===== config.mk =====
export PLATFORM = sky130hd
export DESIGN_NAME = vend_dispense
export DESIGN_NICKNAME = d
export VERILOG_FILES = /design/src/rtl/vend_dispense.sv
export SDC_FILE = /design/constraint.sdc
export NUM_CORES = 1
export LEC_CHECK = 0
export ABC_CLOCK_PERIOD_IN_PS = 2800
export CAP_MARGIN = 25
export CELL_PAD_IN_SITES_DETAIL_PLACEMENT = 1
export CELL_PAD_IN_SITES_GLOBAL_PLACEMENT = 2
export CORE_MARGIN = 4
export CORE_UTILIZATION = 29
export DETAILED_ROUTE_END_ITERATION = 10
export PLACE_DENSITY_LB_ADDON = 0.08
export SYNTH_ARGS = -nofsm -noshare
export SYNTH_HDL_FRONTEND = slang
export SYNTH_SLANG_ARGS = --single-unit

===== constraint.sdc =====
create_clock -name clk -period 2.8 [get_ports clk]
set_clock_uncertainty 0.2 [all_clocks]
set_input_delay 0.56 -clock clk [delete_from_list [all_inputs] [get_ports clk]]
set_output_delay 0.56 -clock clk [all_outputs]
set_load 0.005 [all_outputs]

===== src/rtl/vend_dispense.sv =====
// vend_dispense: releases the selected item through a req/ack handshake with the
// item motor, then pays change (or a full refund) one coin at a time through a
// req/ack handshake with the coin hopper. Keeps per-item stock counters.
//
// state    | meaning
// ---------+--------------------------------------------------------------
// S_IDLE   | waiting for an end_trans rising edge
// S_LATCH  | one cycle: decide vend/refund, latch amounts and item
// S_VEND   | vend_req high until the item motor acks
// S_CHANGE | paying remaining change, one coin per req/ack
// S_DONE   | one-cycle done pulse
// S_FAULT  | handshake timed out; only reset leaves this state
module vend_dispense #(
  parameter int COIN_HI     = 10,
  parameter int COIN_MID    = 5,
  parameter int COIN_LO     = 1,
  parameter int STOCK_W     = 3,
  parameter int STOCK_INIT0 = 7,
  parameter int STOCK_INIT1 = 5,
  parameter int STOCK_INIT2 = 3,
  parameter int STOCK_INIT3 = 0,
  parameter int ACK_TIMEOUT = 16
) (
  input  logic       clk,
  input  logic       reset,
  input  logic       end_trans,
  input  logic [7:0] sum_money,
  input  logic [7:0] price,
  input  logic [1:0] item_select,
  output logic       vend_req,
  output logic [1:0] vend_item,
  input  logic       vend_ack,
  output logic       coin_req,
  output logic [1:0] coin_type,
  input  logic       coin_ack,
  output logic [7:0] change_out,
  output logic       busy,
  output logic       done,
  output logic       fault,
  output logic [3:0] stock_empty
);

  typedef enum logic [2:0] {
    S_IDLE,
    S_LATCH,
    S_VEND,
    S_CHANGE,
    S_DONE,
    S_FAULT
  } state_t;

  localparam logic [7:0] HI_V  = 8'(COIN_HI);
  localparam logic [7:0] MID_V = 8'(COIN_MID);
  localparam logic [7:0] LO_V  = 8'(COIN_LO);

  // The timer counts down from ACK_TIMEOUT-1 while a req is outstanding, so a
  // req stays up for exactly ACK_TIMEOUT cycles before the fault is taken.
  localparam int TMR_W = ($clog2(ACK_TIMEOUT) < 1) ? 1 : $clog2(ACK_TIMEOUT);
  localparam logic [TMR_W-1:0] TMR_LOAD = TMR_W'(ACK_TIMEOUT - 1);

  state_t state, state_nxt;

  logic               et_prev;
  logic [7:0]         remaining, remaining_nxt;
  logic [7:0]         change_nxt;
  logic [1:0]         item_nxt;
  logic               vreq_nxt;
  logic               creq_nxt;
  logic [1:0]         ctype_nxt;
  logic [1:0]         coin_pick;
  logic [TMR_W-1:0]   timer, timer_nxt;
  logic [STOCK_W-1:0] stock     [4];
  logic [STOCK_W-1:0] stock_nxt [4];
  logic               vend_ok;

  function automatic logic [7:0] coin_value(input logic [1:0] t);
    case (t)
      2'd2:    return HI_V;
      2'd1:    return MID_V;
      default: return LO_V;
    endcase
  endfunction

  // Greedy coin choice: largest coin not exceeding the amount still owed.
  always_comb begin
    coin_pick = 2'd0;
    if (remaining >= HI_V)
      coin_pick = 2'd2;
    else if (remaining >= MID_V)
      coin_pick = 2'd1;
  end

  // Next-state and next-datapath logic for the whole transaction sequence.
  always_comb begin
    state_nxt     = state;
    remaining_nxt = remaining;
    change_nxt    = change_out;
    item_nxt      = vend_item;
    vreq_nxt      = vend_req;
    creq_nxt      = coin_req;
    ctype_nxt     = coin_type;
    timer_nxt     = timer;
    stock_nxt     = stock;
    vend_ok       = 1'b0;

    case (state)
      S_IDLE: begin
        if (end_trans && !et_prev)
          state_nxt = S_LATCH;
      end

      S_LATCH: begin
        vend_ok  = (sum_money >= price) && (stock[item_select] != '0);
        item_nxt = item_select;
        if (vend_ok) begin
          remaining_nxt = sum_money - price;
          change_nxt    = sum_money - price;
          vreq_nxt      = 1'b1;
          timer_nxt     = TMR_LOAD;
          state_nxt     = S_VEND;
        end else begin
          remaining_nxt = sum_money;
          change_nxt    = sum_money;
          state_nxt     = S_CHANGE;
        end
      end

      S_VEND: begin
        if (vend_ack) begin
          vreq_nxt = 1'b0;
          if (stock[vend_item] != '0)
            stock_nxt[vend_item] = stock[vend_item] - STOCK_W'(1);
          state_nxt = S_CHANGE;
        end else if (timer == '0) begin
          vreq_nxt  = 1'b0;
          state_nxt = S_FAULT;
        end else begin
          timer_nxt = timer - TMR_W'(1);
        end
      end

      S_CHANGE: begin
        if (coin_req) begin
          if (coin_ack) begin
            // Dropping req here guarantees at least one low cycle between coins.
            remaining_nxt = remaining - coin_value(coin_type);
            creq_nxt      = 1'b0;
          end else if (timer == '0) begin
            creq_nxt  = 1'b0;
            state_nxt = S_FAULT;
          end else begin
            timer_nxt = timer - TMR_W'(1);
          end
        end else if (remaining == 8'd0) begin
          state_nxt = S_DONE;
        end else begin
          creq_nxt  = 1'b1;
          ctype_nxt = coin_pick;
          timer_nxt = TMR_LOAD;
        end
      end

      S_DONE: begin
        state_nxt = S_IDLE;
      end

      S_FAULT: begin
        vreq_nxt = 1'b0;
        creq_nxt = 1'b0;
      end

      default: begin
        state_nxt = S_IDLE;
      end
    endcase
  end

  // State register.
  always_ff @(posedge clk) begin
    if (reset)
      state <= S_IDLE;
    else
      state <= state_nxt;
  end

  // Datapath registers; edge detector preset to 1 so a level held through reset is not an edge.
  always_ff @(posedge clk) begin
    if (reset) begin
      et_prev    <= 1'b1;
      remaining  <= 8'd0;
      change_out <= 8'd0;
      vend_item  <= 2'd0;
      vend_req   <= 1'b0;
      coin_req   <= 1'b0;
      coin_type  <= 2'd0;
      timer      <= '0;
      stock[0]   <= STOCK_W'(STOCK_INIT0);
      stock[1]   <= STOCK_W'(STOCK_INIT1);
      stock[2]   <= STOCK_W'(STOCK_INIT2);
      stock[3]   <= STOCK_W'(STOCK_INIT3);
    end else begin
      et_prev    <= end_trans;
      remaining  <= remaining_nxt;
      change_out <= change_nxt;
      vend_item  <= item_nxt;
      vend_req   <= vreq_nxt;
      coin_req   <= creq_nxt;
      coin_type  <= ctype_nxt;
      timer      <= timer_nxt;
      stock      <= stock_nxt;
    end
  end

  // Status outputs decoded from state and stock.
  always_comb begin
    busy  = (state != S_IDLE);
    done  = (state == S_DONE);
    fault = (state == S_FAULT);
    for (int i = 0; i < 4; i++)
      stock_empty[i] = (stock[i] == '0);
  end

endmodule

**After elaboration in Yosys (flattened, before gate mapping)**

Index checks and enable logic that the tools add are counted.

- $lt $le $gt $ge: 6
- Bitwise operators: 5
- Reductions and logical operators: 24
- Muxes and demuxes: 43
- Equality and inequality tests: 16
- Add/subtract/negate cells: 4

Operators with widths:

| operator | number |
|---|---|
| 8-bit 2-to-1 mux | 6 |
| 3-bit 2-to-1 mux | 11 |
| 4-bit 2-to-1 mux | 6 |
| 8-bit case mux with 2 select lines | 1 |
| 8-bit subtractor | 2 |
| 3-bit logical NOT | 5 |
| 3-bit case mux with 5 select lines | 1 |
| 3-bit nonzero test | 5 |
| 3-bit binary-select mux with 2-bit select | 2 |
| 12-bit bitwise mux | 1 |
| 3-bit inequality test (second input constant) | 4 |
| 4-bit case mux with 3 select lines | 1 |
| 3-bit AND reduction | 4 |
| 2-bit inequality test (second input constant) | 5 |
| 1-bit 2-to-1 mux | 9 |
| 8-bit by 3-bit greater-or-equal comparator with 1-bit output (second input constant) | 1 |
| 8-bit by 4-bit greater-or-equal comparator with 1-bit output (second input constant) | 1 |
| 8-bit greater-or-equal comparator | 1 |
| 8-bit logical NOT | 1 |
| 4-bit case mux with 2 select lines | 1 |
| 3-bit demux with 2-bit select | 1 |
| 3-bit by 2-bit equality test with 1-bit output (second input constant) | 2 |
| 3-bit equality test (second input constant) | 2 |
| 3-bit greater-or-equal comparator (second input constant) | 2 |
| other kinds (17) | 23 |

- Bits of input ports: 23
- Bits in registers: 42
- Output and inout bits: 21
- Word-level logic and storage cells: 111

**Depth between registers and ports, before layout**

- Depth after elaboration: 9
- Gate-level depth with buffers: 10
- Mapped depth without buffers: 9

**Least setup slack after synthesis**

No wires, ideal clock.

- Kind: input to register
- Start: input sum_money[0]
- End: register change_out[6]
- Arrival time: 2.633 ns
- Library setup time: 0.070 ns
- Path buffers: 0
- Data required time: 2.530 ns
- Stages: 9
- Path slack: -0.103 ns
- Cells stage by stage: inv_1 -> ha_1 -> fa_1 -> nand2b_1 -> o2bb2ai_2 -> a211o_2 -> a21oi_2 -> mux2_2 -> a21oi_1

- Cells in the longest elaborated chain, start to end: 3
- Elaborated cells between the ends (all ways): 4
- Those cells by class: 1 x add/sub; 1 x order compare; 1 x mux; 1 x reduce/logical

Ends and longest elaborated chain:

| what | RTL line | text |
|---|---|---|
| start, declared | 27 | `input logic [7:0] sum_money,` |
| 8-bit greater-or-equal comparator | 113 | `vend_ok = (sum_money >= price) && (stock[item_select] != '0);` |
| 1-bit logical AND | 113 |  |
| 8-bit 2-to-1 mux * | 115 | `if (vend_ok) begin` |
| end signal, assigned | 204 | `change_out <= change_nxt;` |
| end, declared | 36 | `output logic [7:0] change_out,` |

Mark *: on every way between the ends. The rest lies on a longest branch, timed or not.
A chain may end at the register's enable or synchronous reset.

**Worst setup path after layout**

- Start: input price[2]
- End: register remaining[0]

- Cells in the longest elaborated chain, start to end: 4

Ends and longest elaborated chain:

| what | RTL line | text |
|---|---|---|
| start, declared | 28 | `input logic [7:0] price,` |
| 8-bit greater-or-equal comparator | 113 |  |
| 1-bit logical AND | 113 |  |
| 8-bit 2-to-1 mux | 115 |  |
| 8-bit case mux with 2 select lines | 106 | `case (state)` |
| end signal, assigned | 203 | `remaining <= remaining_nxt;` |
| end, declared | 64 | `logic [7:0] remaining, remaining_nxt;` |

No other way between the ends.

==> flow_summary.json <==
{
  "run_status": "finished, final reports clean",
  "end_kind": "flip-flop",
  "path_max_fanout": 6,
  "coreArea_um2": 9370,
  "irDropWorstVdd_v": 0.000216,
  "drc": 0,
  "ys_ff_latch": 42,
  "synthToLayoutAreaGrowth_pct": 34.9,
  "insertion_delay_ns": 0.31,
  "netlist_area_um2": 2840,
  "slew_viol_final": 0,
  "synth_ff_type": "dfxtp_1",
  "cp_data_required_time_ns": 2.82,
  "yosys_warnings": 0,
  "htreeDepth": 2,
  "gp_congestion": 0.762,
  "netlist_top_cells_area": "dfxtp_1, ha_1, a21oi_1, nand2_1, o21ai_0",
  "setup_viol": 0,
  "vias": 2793,
  "slew_headroom": 0.518,
  "path_class": "input port to flip-flop",
  "synth.distinct_cells": 67,
  "cts_tree": "yes",
  "first_pass_iters": 4,
  "final_core_util": 0.408,
  "portBuffers": 43,
  "fin_area_um2": 3830,
  "clkTransAtPathRegs_ns": 0.09,
  "power_mw": 2.52,
  "layout-drive-gt1-share": 0.198,
  "clockBufferDepth": 2,
  "maxCapViolCount": 0,
  "cp_slowest_stage_delay_ns": 0.45,
  "place_inst": 544,
  "fmax_ghz": 0.369,
  "power.leakage_nw": 1.53,
  "grt_pass1_wl_mm": 14.8,
  "floorplan.initialDensity": 0.303,
  "hold_viol": 0,
  "fin_cells": 553,
  "die_y_um": 107,
  "first_global_vias": 2854,
  "die_area_um2": 11400,
  "layout_common_cells": "dfxtp_1, buf_4, clkdlybuf4s50_1, a21oi_1, nand2_1",
  "grt_max_degree": 27,
  "rsz0062_at_grt": "no",
  "ant_nets": 0,
  "cts_buffers": 5,
  "pin_count": 44,
  "rows": 35,
  "placed_cell_area_um2": 3720,
  "avgSynthCellArea_um2": 8.20,
  "vias_per_cell": 5.05,
  "fin_hold_ws_ns": 0.293,
  "dpl.hpwl_mm": 7.00,
  "nets": 463,
  "power.density_nw_per_um2": 658,
  "antenna_found_initial": 0,
  "fp.dieW_um": 107,
  "wl_mm": 8.68,
  "synth-async-reset-ratio": 0,
  "avgRoutedWirePerCell_um": 15.7,
  "antenna_cells": 0,
  "cts_hold_buf": 0,
  "cp_cell_sequence": "clkdlybuf4s50_1, inv_1, ha_2, nand2b_4, o2bb2ai_4, a211o_4, a21o_4, mux2_4, a211oi_2",
  "grtUsageTotal": 0.160,
  "clock_sinks": 42,
  "overflow": 0,
  "finalCritPeriodShare": 0.968,
  "yosys.area.top_type": "dfxtp_1",
  "synth_top_cell_area_share": 0.296,
  "min_period_ns": 2.71,
  "synth_edf_count": 0,
  "drt-initial-drc-count": 63,
  "cp_slowest_cell": "clkdlybuf4s50_1",
  "critPathLaunchType": "input port",
  "netlist_instances": 346,
  "clock_tree.root_cell": "clkbuf_8",
  "critPathArrivalTime_ns": 2.73,
  "seq_area_frac_synth": 0.296,
  "worst_pin_slew_ns": 0.721,
  "hp-class": "flip-flop to flip-flop",
  "syn_nets": 386
}
==> cells by family (layout without fill, tap and decap cells) <==
kind of cell / count (synthesis) / count (layout) / share of synthesized area
adder cells (fa/ha/maj): 17 / 17 / 0.0803
AND/OR/NAND/NOR: 127 / 127 / 0.234
buffers and inverters: 39 / 117 / 0.0613
XOR/XNOR: 7 / 7 / 0.0216
AO/OA/AOI/OAI: 102 / 102 / 0.241
flip-flops: 42 / 42 / 0.296
multiplexers: 12 / 12 / 0.0653
==> cell usage after synthesis, types with 5 or more instances <==
cell type  instances
nand2b_1           7
ha_1              15
clkbuf_1          11
a21oi_1           35
mux2i_1            5
nand3_1            8
dfxtp_1           42
nand2_1           34
a211oi_1           5
nor3_1            13
nor2_1            31
inv_1             23
o21ai_0           25
==> through the flow <==
stage	TNS [ns]	setup WS (ns)
5_1_grt	0	0.0266
4_1_cts	0	0.000820
6_report	0	0.0903
3_5_place_dp	-13.44	-0.747
3_3_place_gp	-12.80	-0.694
2_1_floorplan	-0.00518	-0.00518
==> where the power goes <==
group / leakage (nW) / internal, mW / switching [mW]
Sequential: 0.342 / 0.719 / 0.143
Clock: 0.0452 / 0.177 / 0.231
Combinational: 1.14 / 0.601 / 0.646
==> cell type report <==
type | instances | area (um^2)
inverters | 24 | 103
fillers | 1160 | 5540
well taps | 129 | 161
clock inverters | 2 | 13.8
flip-flops and latches | 42 | 841
clock buffers | 6 | 72.6
repair buffers | 85 | 741
multi-input cells | 265 | 1900
==> metal layers <==
layer  share of wire  track usage  up-vias  wire length (um)
met4          0.0086       0.0329        0                75
met1            0.50        0.224     1338              4380
met5               0            0        -                 0
met2            0.46        0.261       32              4030
met3           0.022       0.0235        7               191
li1                -            -     1416                 -
==> what timing repair did <==
| action | 4_1_cts | 5_1_grt |
|---|---|---|
| setup endpoints to repair | 22 | 7 |
| gates resized for setup | 8 | 7 |
| endpoints found under the hold margin | 0 | 0 |
| pin swaps | 2 | 5 |
| buffers inserted | 1 | 0 |
==> path summary, 6_finish.rpt <==
| kind | cells past startpoint | slack (ns) | end | start |
|---|---|---|---|---|
| hold / removal | 2 | 0.29 | stock[5]$_SDFFE_PP0P_ | stock[5]$_SDFFE_PP0P_ |
| hold reg to reg | 2 | 0.29 | stock[5]$_SDFFE_PP0P_ | stock[5]$_SDFFE_PP0P_ |
| setup / recovery | 9 | 0.09 | remaining[0]$_SDFFE_PP0P_ | price[2] |
| setup reg to reg | 8 | 0.24 | stock[9]$_SDFFE_PP1P_ | vend_item[0]$_SDFFE_PP0P_ |
==> registers in the layout, summed over array words and instances, names as in the netlist <==
signal and count:
et_prev 1, remaining 8, vend_req 1, vend_item 2, change_out 8, state 3
coin_req 1, coin_type 2, timer 4, stock 12
==> worst max-delay path: cells and delay by family <==
| family | cells | cell delay (ns) |
|---|---|---|
| AOI/OAI and AO/OA | 4 | 0.94 |
| buffers and inverters | 2 | 0.49 |
| adders and majority gates | 1 | 0.36 |
| muxes | 1 | 0.32 |
| and+or+nand+nor | 1 | 0.06 |
(Power assumes the default switching activity.)
